### config.mk
export PLATFORM = sky130hd
export DESIGN_NAME = pipe_hazard_ctrl
export DESIGN_NICKNAME = d
export VERILOG_FILES = /design/src/rtl/pipe_hazard_ctrl.sv
export SDC_FILE = /design/constraint.sdc
export NUM_CORES = 1
export LEC_CHECK = 0
export ABC_CLOCK_PERIOD_IN_PS = 2100
export CORE_UTILIZATION = 41
export DETAILED_ROUTE_END_ITERATION = 10
export HOLD_SLACK_MARGIN = 0.06
export PLACE_DENSITY = 0.74
export SLEW_MARGIN = 20
export SYNTH_ARGS = -nofsm -noshare
export SYNTH_HDL_FRONTEND = slang
export SYNTH_SLANG_ARGS = --single-unit
### constraint.sdc
create_clock -name clk -period 2.1 [get_ports clk]
set_input_delay 0.42 -clock clk [delete_from_list [all_inputs] [get_ports clk]]
set_output_delay 0.42 -clock clk [all_outputs]
set_load 0.05 [all_outputs]
### src/rtl/pipe_hazard_ctrl.sv
// Pipeline sequencer for the 5-stage MIPS core: boot bubble, load-use,
// redirect and MDU freeze control, plus stall/flush statistics.
module pipe_hazard_ctrl #(
   parameter int CNT_W       = 16,
   parameter int BOOT_CYC    = 2,
   parameter int MDU_TIMEOUT = 64
) (
   input  logic             clk,
   input  logic             rst,
   input  logic [31:0]      id_instr,
   input  logic             id_valid,
   input  logic             ex_memread,
   input  logic [4:0]       ex_rt,
   input  logic             ex_branch_taken,
   input  logic             mdu_start,
   input  logic             mdu_done,
   output logic             pc_we,
   output logic             ifid_we,
   output logic             ifid_flush,
   output logic             idex_flush,
   output logic [1:0]       pc_sel,
   output logic             ext_sig,
   output logic [CNT_W-1:0] stall_cnt,
   output logic [CNT_W-1:0] flush_cnt,
   output logic             mdu_err
);

   localparam int BW = $clog2(BOOT_CYC + 1);
   localparam int TW = $clog2(MDU_TIMEOUT + 1);

   typedef enum logic [1:0] {
      S_BOOT,
      S_RUN,
      S_MDU
   } state_t;

   state_t           r_state;
   state_t           w_next;
   logic [BW-1:0]    r_boot_ctr;
   logic [TW-1:0]    r_tmo_ctr;
   logic [CNT_W-1:0] r_stall_cnt;
   logic [CNT_W-1:0] r_flush_cnt;
   logic             r_mdu_err;

   logic [5:0] w_op;
   logic [4:0] w_rs;
   logic [4:0] w_rt;
   logic       w_uses_rt;
   logic       w_load_use;
   logic       w_jump;
   logic       w_boot_done;
   logic       w_tmo_hit;
   logic       w_decode;
   logic       w_stall_inc;
   logic       w_flush_inc;
   logic       w_set_err;
   logic       w_unused;

   assign w_op     = id_instr[31:26];
   assign w_rs     = id_instr[25:21];
   assign w_rt     = id_instr[20:16];
   assign w_unused = &{1'b0, id_instr[15:0]};

   assign w_uses_rt = (w_op == 6'h00) || (w_op == 6'h04) ||
                      (w_op == 6'h05) || (w_op == 6'h2B);

   assign w_load_use = id_valid && ex_memread && (ex_rt != 5'd0) &&
                       ((ex_rt == w_rs) || (w_uses_rt && (ex_rt == w_rt)));

   assign w_jump = id_valid && ((w_op == 6'h02) || (w_op == 6'h03));

   assign w_boot_done = (r_boot_ctr == BW'(BOOT_CYC - 1));
   assign w_tmo_hit   = (r_tmo_ctr == TW'(MDU_TIMEOUT - 1));

   always_comb begin
      ext_sig = 1'b0;
      case (w_op)
         6'h08, 6'h09, 6'h0A, 6'h0B,
         6'h23, 6'h2B, 6'h04, 6'h05: ext_sig = 1'b1;
         default:                    ext_sig = 1'b0;
      endcase
   end

   always_comb begin
      w_next      = r_state;
      pc_we       = 1'b1;
      ifid_we     = 1'b1;
      ifid_flush  = 1'b0;
      idex_flush  = 1'b0;
      pc_sel      = 2'd0;
      w_decode    = 1'b0;
      w_stall_inc = 1'b0;
      w_flush_inc = 1'b0;
      w_set_err   = 1'b0;
      unique case (r_state)
         S_BOOT: begin
            pc_we      = 1'b0;
            ifid_we    = 1'b0;
            ifid_flush = 1'b1;
            idex_flush = 1'b1;
            if (w_boot_done) w_next = S_RUN;
         end
         S_RUN: begin
            if (ex_branch_taken) begin
               pc_sel      = 2'd1;
               ifid_flush  = 1'b1;
               idex_flush  = 1'b1;
               w_flush_inc = 1'b1;
            end else if (mdu_start) begin
               pc_we       = 1'b0;
               ifid_we     = 1'b0;
               idex_flush  = 1'b1;
               w_stall_inc = 1'b1;
               w_next      = S_MDU;
            end else begin
               w_decode = 1'b1;
            end
         end
         S_MDU: begin
            if (mdu_done || w_tmo_hit) begin
               // release cycle behaves as a normal RUN decode
               w_decode  = 1'b1;
               w_set_err = !mdu_done;
               w_next    = S_RUN;
            end else begin
               pc_we       = 1'b0;
               ifid_we     = 1'b0;
               idex_flush  = 1'b1;
               w_stall_inc = 1'b1;
            end
         end
         default: begin
            pc_we      = 1'b0;
            ifid_we    = 1'b0;
            ifid_flush = 1'b1;
            idex_flush = 1'b1;
            w_next     = S_BOOT;
         end
      endcase
      if (w_decode) begin
         if (w_load_use) begin
            pc_we       = 1'b0;
            ifid_we     = 1'b0;
            idex_flush  = 1'b1;
            w_stall_inc = 1'b1;
         end else if (w_jump) begin
            pc_sel      = 2'd2;
            ifid_flush  = 1'b1;
            w_flush_inc = 1'b1;
         end
      end
   end

   always_ff @(posedge clk or posedge rst) begin
      if (rst) begin
         r_state     <= S_BOOT;
         r_boot_ctr  <= '0;
         r_tmo_ctr   <= '0;
         r_stall_cnt <= '0;
         r_flush_cnt <= '0;
         r_mdu_err   <= 1'b0;
      end else begin
         r_state <= w_next;
         if (r_state == S_BOOT && !w_boot_done)
            r_boot_ctr <= r_boot_ctr + 1'b1;
         if (r_state == S_MDU)
            r_tmo_ctr <= r_tmo_ctr + 1'b1;
         else
            r_tmo_ctr <= '0;
         if (w_stall_inc && (r_stall_cnt != '1))
            r_stall_cnt <= r_stall_cnt + 1'b1;
         if (w_flush_inc && (r_flush_cnt != '1))
            r_flush_cnt <= r_flush_cnt + 1'b1;
         if (w_set_err)
            r_mdu_err <= 1'b1;
      end
   end

   assign stall_cnt = r_stall_cnt;
   assign flush_cnt = r_flush_cnt;
   assign mdu_err   = r_mdu_err;

endmodule
Word level (Yosys, flattened, before mapping)
Cells that the tools add are included.

$add $sub $neg: 4. Multiply operators: 0. Div/mod/pow operators: 0. $lt $le $gt $ge: 0. Eq/ne operators: 22. Shift operators: 0. Mux-type cells: 41. Bitwise operators: 0. Reduce and logical (&&, ||, !) cells: 21.

Operator list (number): $add 16x1->16 const B (2); $ne 16x16->1 const B (2); $mux 1 (27); $eq 6x4->1 const B (4); $mux 2 (7); $eq 6x2->1 const B (2); $eq 6x3->1 const B (2); $eq 6x6->1 const B (2); $eq 5x5->1 (2); $pmux 1 s2 (5); $logic_and 1x1->1 (8); $ne 2x2->1 const B (4); $reduce_or 8->1 (1); $add 7x1->7 const B (1); $eq 7x6->1 const B (1); $mux 7 (1); $logic_not 6->1 (1); $logic_or 1x1->1 (6); $pmux 2 s3 (1); $reduce_bool 5->1 (1); $eq 2x1->1 const B (2); $reduce_and 4->1 (1); $add 2x1->2 const B (1); $eq 2x2->1 const B (1); 2 further kinds (3).

Register bits: 44. Bits in latches: 0. RAM bits: 0. Bits in read-only memories: 0. Input bits: 44. Word-level logic and storage cells: 94. Memories kept: 0.

Depth between registers and ports, before layout
Gate-level depths: netlist of the first run.

Word-level depth: 10. Gate-level depth with buffers: 9. Gate-level depth less buffers: 8.

Worst setup path before layout of the first run
Ideal clock, no wire load.

Kind: in2out. Start: input port ex_rt[0]. End: output port ifid_flush. Arrival: 2525 ps. Required time: 1680 ps. Setup slack: -845 ps. Cell stages on the path: 5. Cell sequence: or3_1 o311a_1 and4_4 nor4b_4 nand3b_1.

Cells in the longest elaborated chain, start to end: 6.

Ends and longest elaborated chain: from (decl) (RTL line 13) `input logic [4:0] ex_rt,`; $eq 5x5->1 (RTL line 68) `((ex_rt == w_rs) || (w_uses_rt && (ex_rt == w_rt)));`; $logic_and 1x1->1 (RTL line 68); $logic_or 1x1->1 (RTL line 68); $logic_and 1x1->1 (*) (RTL line 67) `assign w_load_use = id_valid && ex_memread && (ex_rt != 5'd0) &&`; $mux 1 (*) (RTL line 141) `if (w_load_use) begin`; $mux 1 (*) (RTL line 140) `if (w_decode) begin`; to (decl) (RTL line 19) `output logic ifid_flush,`.

Mark *: on every way between the ends. The rest lies on a longest branch, timed or not.

Worst setup path in the final report of the first run
Start: input port id_valid. End: output port ifid_flush.

Cells in the longest elaborated chain, start to end: 5.

Ends and longest elaborated chain: from (decl) (RTL line 11) `input logic id_valid,`; $logic_and 1x1->1 (3 in series) (RTL line 67); $mux 1 (*) (RTL line 141); $mux 1 (*) (RTL line 140).

Marks and branches as above.

==> flow_metrics.tcl, run 1 <==
set metrics [dict create \
    status "finished, violations left" \
    violations "setup timing" \
    placed_area_mm2 0.00363 \
    drive_above_1_share_pct 35.8 \
    fin_util_pct 75.1 \
    relSlewSlack_pct 50.3 \
    period_needed_ns 2.53 \
    share_comb_of_total_power_pct 55.4 \
    diodes 0 \
    final_hold_viol_count 0 \
    layout.nets 417 \
    setup_ws_ns -0.433 \
    numPortBuffers 67 \
    clk_latency_ns 0.30 \
    dp_hpwl_um 4270 \
    end_kind "output port" \
    wl_um 6460 \
    n_fill_cell 387 \
    synthFlopType "dfrtp_1" \
    gp_congestion 0.811 \
    h-tree-depth 2 \
    synth_xor_area_share_pct 15.4 \
    grt_pass1_vias 2397 \
    synth_top_family_by_area "simple AND/OR/NAND/NOR gates" \
    syn_inst 242 \
    syn_area_mm2 0.00244 \
    synth_simple_gate_area_share_pct 23.8 \
    die_x_um 79.1 \
    final_area_mm2 0.00421 \
    fmax_ghz 0.395 \
    async_flop_share_pct 100 \
    grt_pass1_wl_um 10800 \
    finalCritPeriodShare_pct 121 \
    grt.overflow.total 0 \
    drc 0 \
    clock_skew_ns 0.0113 \
    cts_buffer_depth 2 \
    viasPerCell 5.12 \
    synth_fp_nets 294 \
    grt_use_total_pct 21.8 \
    grt_antenna_before_repair 0 \
    seq_power_share_pct 27.4 \
    syn_area_per_cell_um2 10.1 \
    crit_buf_inv 2 \
    yosysWarnings 0 \
    yosysSeqAreaShare_pct 45.2 \
    hold_class "flop to flop" \
    cts_tree "built" \
    crit_chain "clkdlybuf4s50_1 -> nor4bb_1 -> nand4_1 -> nor4b_4 -> nand3b_1 -> buf_12" \
    worstSetupPathType "input pin to output port" \
    start_util_pct 43.5 \
    initialDrtViolationCount 83 \
    synthMuxAreaShare_pct 1.54 \
    place_ws_ns -0.859 \
    p_sw_share_pct 41.6 \
    placeableCoreArea_mm2 0.00561 \
    dr.pass1.iters 4 \
    synth.largest_area_cell "dfrtp_1" \
    path_clk_slew_ns 0.08 \
    cp-start-kind "input pin" \
    cp_max_fo 4 \
    areaGrowthSynthToFinish_pct 72.8 \
    cts-root-buf "clkbuf_8" \
    wl_per_cell_um 14.7 \
    numCtsBuffers 5 \
    worstMarginPinSlew_ns 0.744 \
    clock_sinks 44 \
    p_per_area_mw_per_mm2 945 \
    rrSetupSlack_ns -0.14 \
    die_area_mm2 0.00626 \
    cp.required_ns 1.68 \
    drv_cap 0 \
    p_clk_share_pct 17.2 \
    synthAdderAreaFrac_pct 4.10 \
    synth_compound_area_share_pct 6.67 \
    die_y_um 79.1 \
    rows 27 \
    finalSetupViolations 37 \
    crit_family "simple AND/OR/NAND/NOR gates" \
    ioPinCount 84 \
    grt_max_degree 45 \
    slew_viol_final 0 \
    synth_top_area_share_pct 45.2 \
    cpMaxStageDelayCell "clkdlybuf4s50_1" \
    slowest_delay_ns 0.48 \
    grt_setup_unrepaired "true" \
    ir_worst_vdd_v 0.000639 \
    synth_cell_type_count 43 \
    synth_edf_count 0 \
    num_vias 2244 \
    p_leak_nw 2.09 \
    yosys-top-cells-area "dfrtp_1, xor2_1, ha_1, xnor2_1, nand2_1" \
    p_switching_mw 1.66 \
    ant_nets 0 \
    cp.arrival_ns 2.11 \
    p_int_mw 2.33 \
    synth-seq-cells 44 \
]
## power by group through the flow
stage / clock network, mW / logic, mW / registers [mW]
after global placement: 0 / 1.87 / 1.10
after floorplan: 0 / 0.843 / 1.37
final: 0.686 / 2.21 / 1.09
after detailed placement: 0 / 1.89 / 1.10
after CTS: 0.687 / 2.10 / 1.09
after global routing: 0.745 / 2.32 / 1.11
## layer usage
metal  share of wire (%)  wire [um]  track usage (%)  vias up
met1                  42       2740             25.8     1098
li1                    -          -                -     1079
met4                 1.4         88             6.36        0
met2                  52       3380             39.9       58
met5                   0          0                0        -
met3                 3.7        242             3.91        9
## metrics by stage
| stage | instances | hold WS, ns | TNS [ns] | total power, mW |
|---|---|---|---|---|
| 3_5_place_dp | 417 | 0.450 | -25.79 | 2.99 |
| 2_1_floorplan | 242 | 0.417 | -13.11 | 2.22 |
| 3_3_place_gp | 417 | 0.451 | -24.76 | 2.96 |
| 4_1_cts | 434 | 0.469 | -6.19 | 3.87 |
| 6_report | 438 | 0.478 | -7.78 | 3.98 |
| 5_1_grt | 438 | 0.521 | -10.21 | 4.18 |
## tightest hold or removal path, delay by kind of cell, from the launching register on
kind | cells | cell delay (ns)
DFF | 1 | 0.35
buffers and inverters | 1 | 0.04
AOI/OAI and AO/OA | 1 | 0.05
## layout make-up
type | count | area, um^2 | area share [%]
multi-input cells | 180 | 1670 | 39.5
repair buffers | 119 | 1180 | 28.0
flip-flops and latches | 44 | 1100 | 26.1
well taps | 72 | 90.1 | 2.14
clock buffers | 6 | 82.6 | 1.96
inverters | 15 | 56.3 | 1.34
clock inverters | 2 | 38.8 | 0.921
## cell usage after synthesis (2+ instances only)
cell	number
mux2_2	2
xnor2_1	11
nand3b_1	2
nand4_1	5
nand3_1	13
nor2_1	18
nor3_2	5
xor2_1	32
dfrtp_1	44
o21ai_0	5
and2_1	4
o31ai_1	3
or3_1	2
a21oi_1	6
and3_1	7
nand2_1	20
ha_1	8
nor3_1	11
nor4_1	6
and4_4	2
inv_1	14
## layout by cell type, fill, tap and decap left out, drive strengths merged, types with 4 or more instances in the layout
cell type	n
a21oi	6
nand2	20
xor2	32
nor4	7
and3	7
inv	14
o21ai	7
dlygate4sd2	8
nand4	5
and2	4
nor2	18
dfrtp	44
clkdlybuf4s50	45
buf	62
nand3	13
ha	8
xnor2	11
nor3	16
clkbuf	9
## timing repair
action | 4_1_cts | 5_1_grt
setup endpoints to repair | 39 | 39
pin swaps | 28 | 22
gates resized for setup | 75 | 31
hold buffers | 0 | 0
cloned | 1 | 0
buffers inserted | 9 | 5
## kinds of logic after synthesis
kind of cell | after synthesis
fa+ha+maj | 8
buf+inv | 18
flops | 44
mux | 3
simple gates | 103
xor+xnor | 43
compound gates | 23
## final timing paths
| check | from | end | cells after the start |
|---|---|---|---|
| hold reg to reg | mdu_err | mdu_err | 2 |
| min in group asynchronous | rst | flush_cnt[2] | 3 |
| setup reg to reg | r_tmo_ctr[0] | flush_cnt[1] | 9 |
| hold / removal | mdu_err | mdu_err | 2 |
| setup / recovery | id_valid | ifid_flush | 6 |
| max in group asynchronous | rst | r_tmo_ctr[2] | 3 |
## sequential cells by signal, summed over array words and instances (netlist names)
name	flops
r_boot_ctr	2
stall_cnt	16
mdu_err	1
flush_cnt	16
r_tmo_ctr	7
r_state	2
Power figures use the tool's default switching activity.
==> run 2, diff against run 1 <==
- GPL_TIMING_DRIVEN: not set -> 0
==> flow_metrics.tcl, run 2 (same netlist as run 1, synthesis figures left out) <==
set metrics [dict create \
    clock_sinks 44 \
    ir_worst_vdd_v 0.000644 \
    end_kind "output port" \
    dr.pass1.iters 4 \
    globalRouteMet2Util_pct 32.8 \
    hold_class "input pin to async pin" \
    wl_per_cell_um 14.2 \
    p_leak_nw 1.88 \
    finalCritPeriodShare_pct 121 \
    hold_slack_ns 0.382 \
    path_clk_slew_ns 0.08 \
    die_area_mm2 0.00626 \
    drive_above_1_share_pct 31.0 \
    cts_tree "built" \
    status "finished, violations left" \
    layout.nets 387 \
    h-tree-depth 2 \
    cp.arrival_ns 2.12 \
    wl_um 5790 \
    start_util_pct 43.5 \
    r2r_start "r_state[0]" \
    grt_setup_unrepaired "true" \
    viasPerCell 5.24 \
    setup_ws_ns -0.436 \
    final_hold_viol_count 0 \
    final_area_mm2 0.00391 \
    ioPinCount 84 \
    fmax_ghz 0.394 \
    fin_util_pct 69.7 \
    worstMarginPinSlew_ns 0.712 \
    numCtsBuffers 5 \
    violations "setup timing" \
    layout_common_cells "clkdlybuf4s50_1, dfrtp_1, xor2_1" \
    die_x_um 79.1 \
    grtUsageMet3_pct 3.68 \
    diodes 0 \
    cp-startpoint "ex_rt[0]" \
    drc 0 \
    p_per_area_mw_per_mm2 938 \
    num_vias 2136 \
    numPortBuffers 67 \
    layout_commonest_cell "clkdlybuf4s50_1" \
    placed_area_mm2 0.00333 \
    drv_cap 0 \
    slew_viol_final 0 \
    placeableCoreArea_mm2 0.00561 \
    areaGrowthSynthToFinish_pct 60.2 \
    grt_pass1_vias 2083 \
    cts_buffer_depth 2 \
    ant_nets 0 \
    dp_hpwl_um 3940 \
    cp_max_fo 3 \
    fin_tns_setup_ns -10.07 \
    worstSetupPathType "input pin to output port" \
    cp-start-kind "input pin" \
    relSlewSlack_pct 52.4 \
    cts-root-buf "clkbuf_8" \
    grt_use_total_pct 18.8 \
    rows 27 \
    die_y_um 79.1 \
    grt_antenna_before_repair 0 \
    period_needed_ns 2.54 \
    grt.busiest_layer "met2" \
    finalSetupViolations 38 \
    gp_congestion 0.796 \
    cp.required_ns 1.68 \
    grt.overflow.total 0 \
    clk_latency_ns 0.29 \
    clock_skew_ns 0.00562 \
    grt_max_degree 35 \
    initialDrtViolationCount 57 \
    grt_pass1_wl_um 9230 \
    use_met1_pct 23.2 \
]
-- run 2: final cells by class --
class	instances	area, um^2
multi-input combinational	180	1630
buffer	3	42.5
tap	72	90.1
timing repair buffer	86	882
clock inverter	2	35.0
sequential	44	1100
inverter	15	58.8
clock buffer	6	72.6
fill	437	1700
-- run 2: stage by stage --
step	total power [mW]	setup WS [ns]	instances
finish	3.66	-0.436	408
global route	3.86	-0.493	408
CTS	3.54	-0.560	401
detailed placement	2.72	-1.50	382
global placement	2.68	-1.48	381
floorplan	2.22	-0.845	242
-- run 2: worst paths after layout --
check,end,slack (ns),cells past startpoint
setup / recovery,idex_flush,-0.44,8
hold / removal,stall_cnt[13],0.38,2
setup reg to reg,flush_cnt[15],-0.25,10
hold reg to reg,r_tmo_ctr[0],0.46,1
max in group asynchronous,r_tmo_ctr[1],1.26,3
min in group clk,r_tmo_ctr[0],0.46,1
-- run 2: timing repair --
action                     in CTS  in global routing
setup endpoints to repair      39                 38
buffers inserted               10                  7
cloned                          1                  1
pin swaps                      20                 27
resized for setup             107                 49
hold buffers                    0                  0
-- run 2: worst max-delay path, stage by stage --
cell     delay (ns)
buf_8          0.10
or3_1          0.36
o311a_1        0.31
and4_4         0.21
or2_4          0.25
o31ai_4        0.20
nand3_4        0.10
buf_8          0.16
-- run 2: metal layers --
| layer | up-vias | wire [um] |
|---|---|---|
| li1 | 1020 | - |
| met1 | 1048 | 2410 |
| met2 | 60 | 3030 |
| met3 | 8 | 244 |
| met4 | 0 | 99 |
| met5 | - | 0 |
-- run 2: power breakdown --
group          internal [mW]  switching, mW
combinational          0.776           1.14
sequential             0.961          0.149
clock                  0.353          0.282
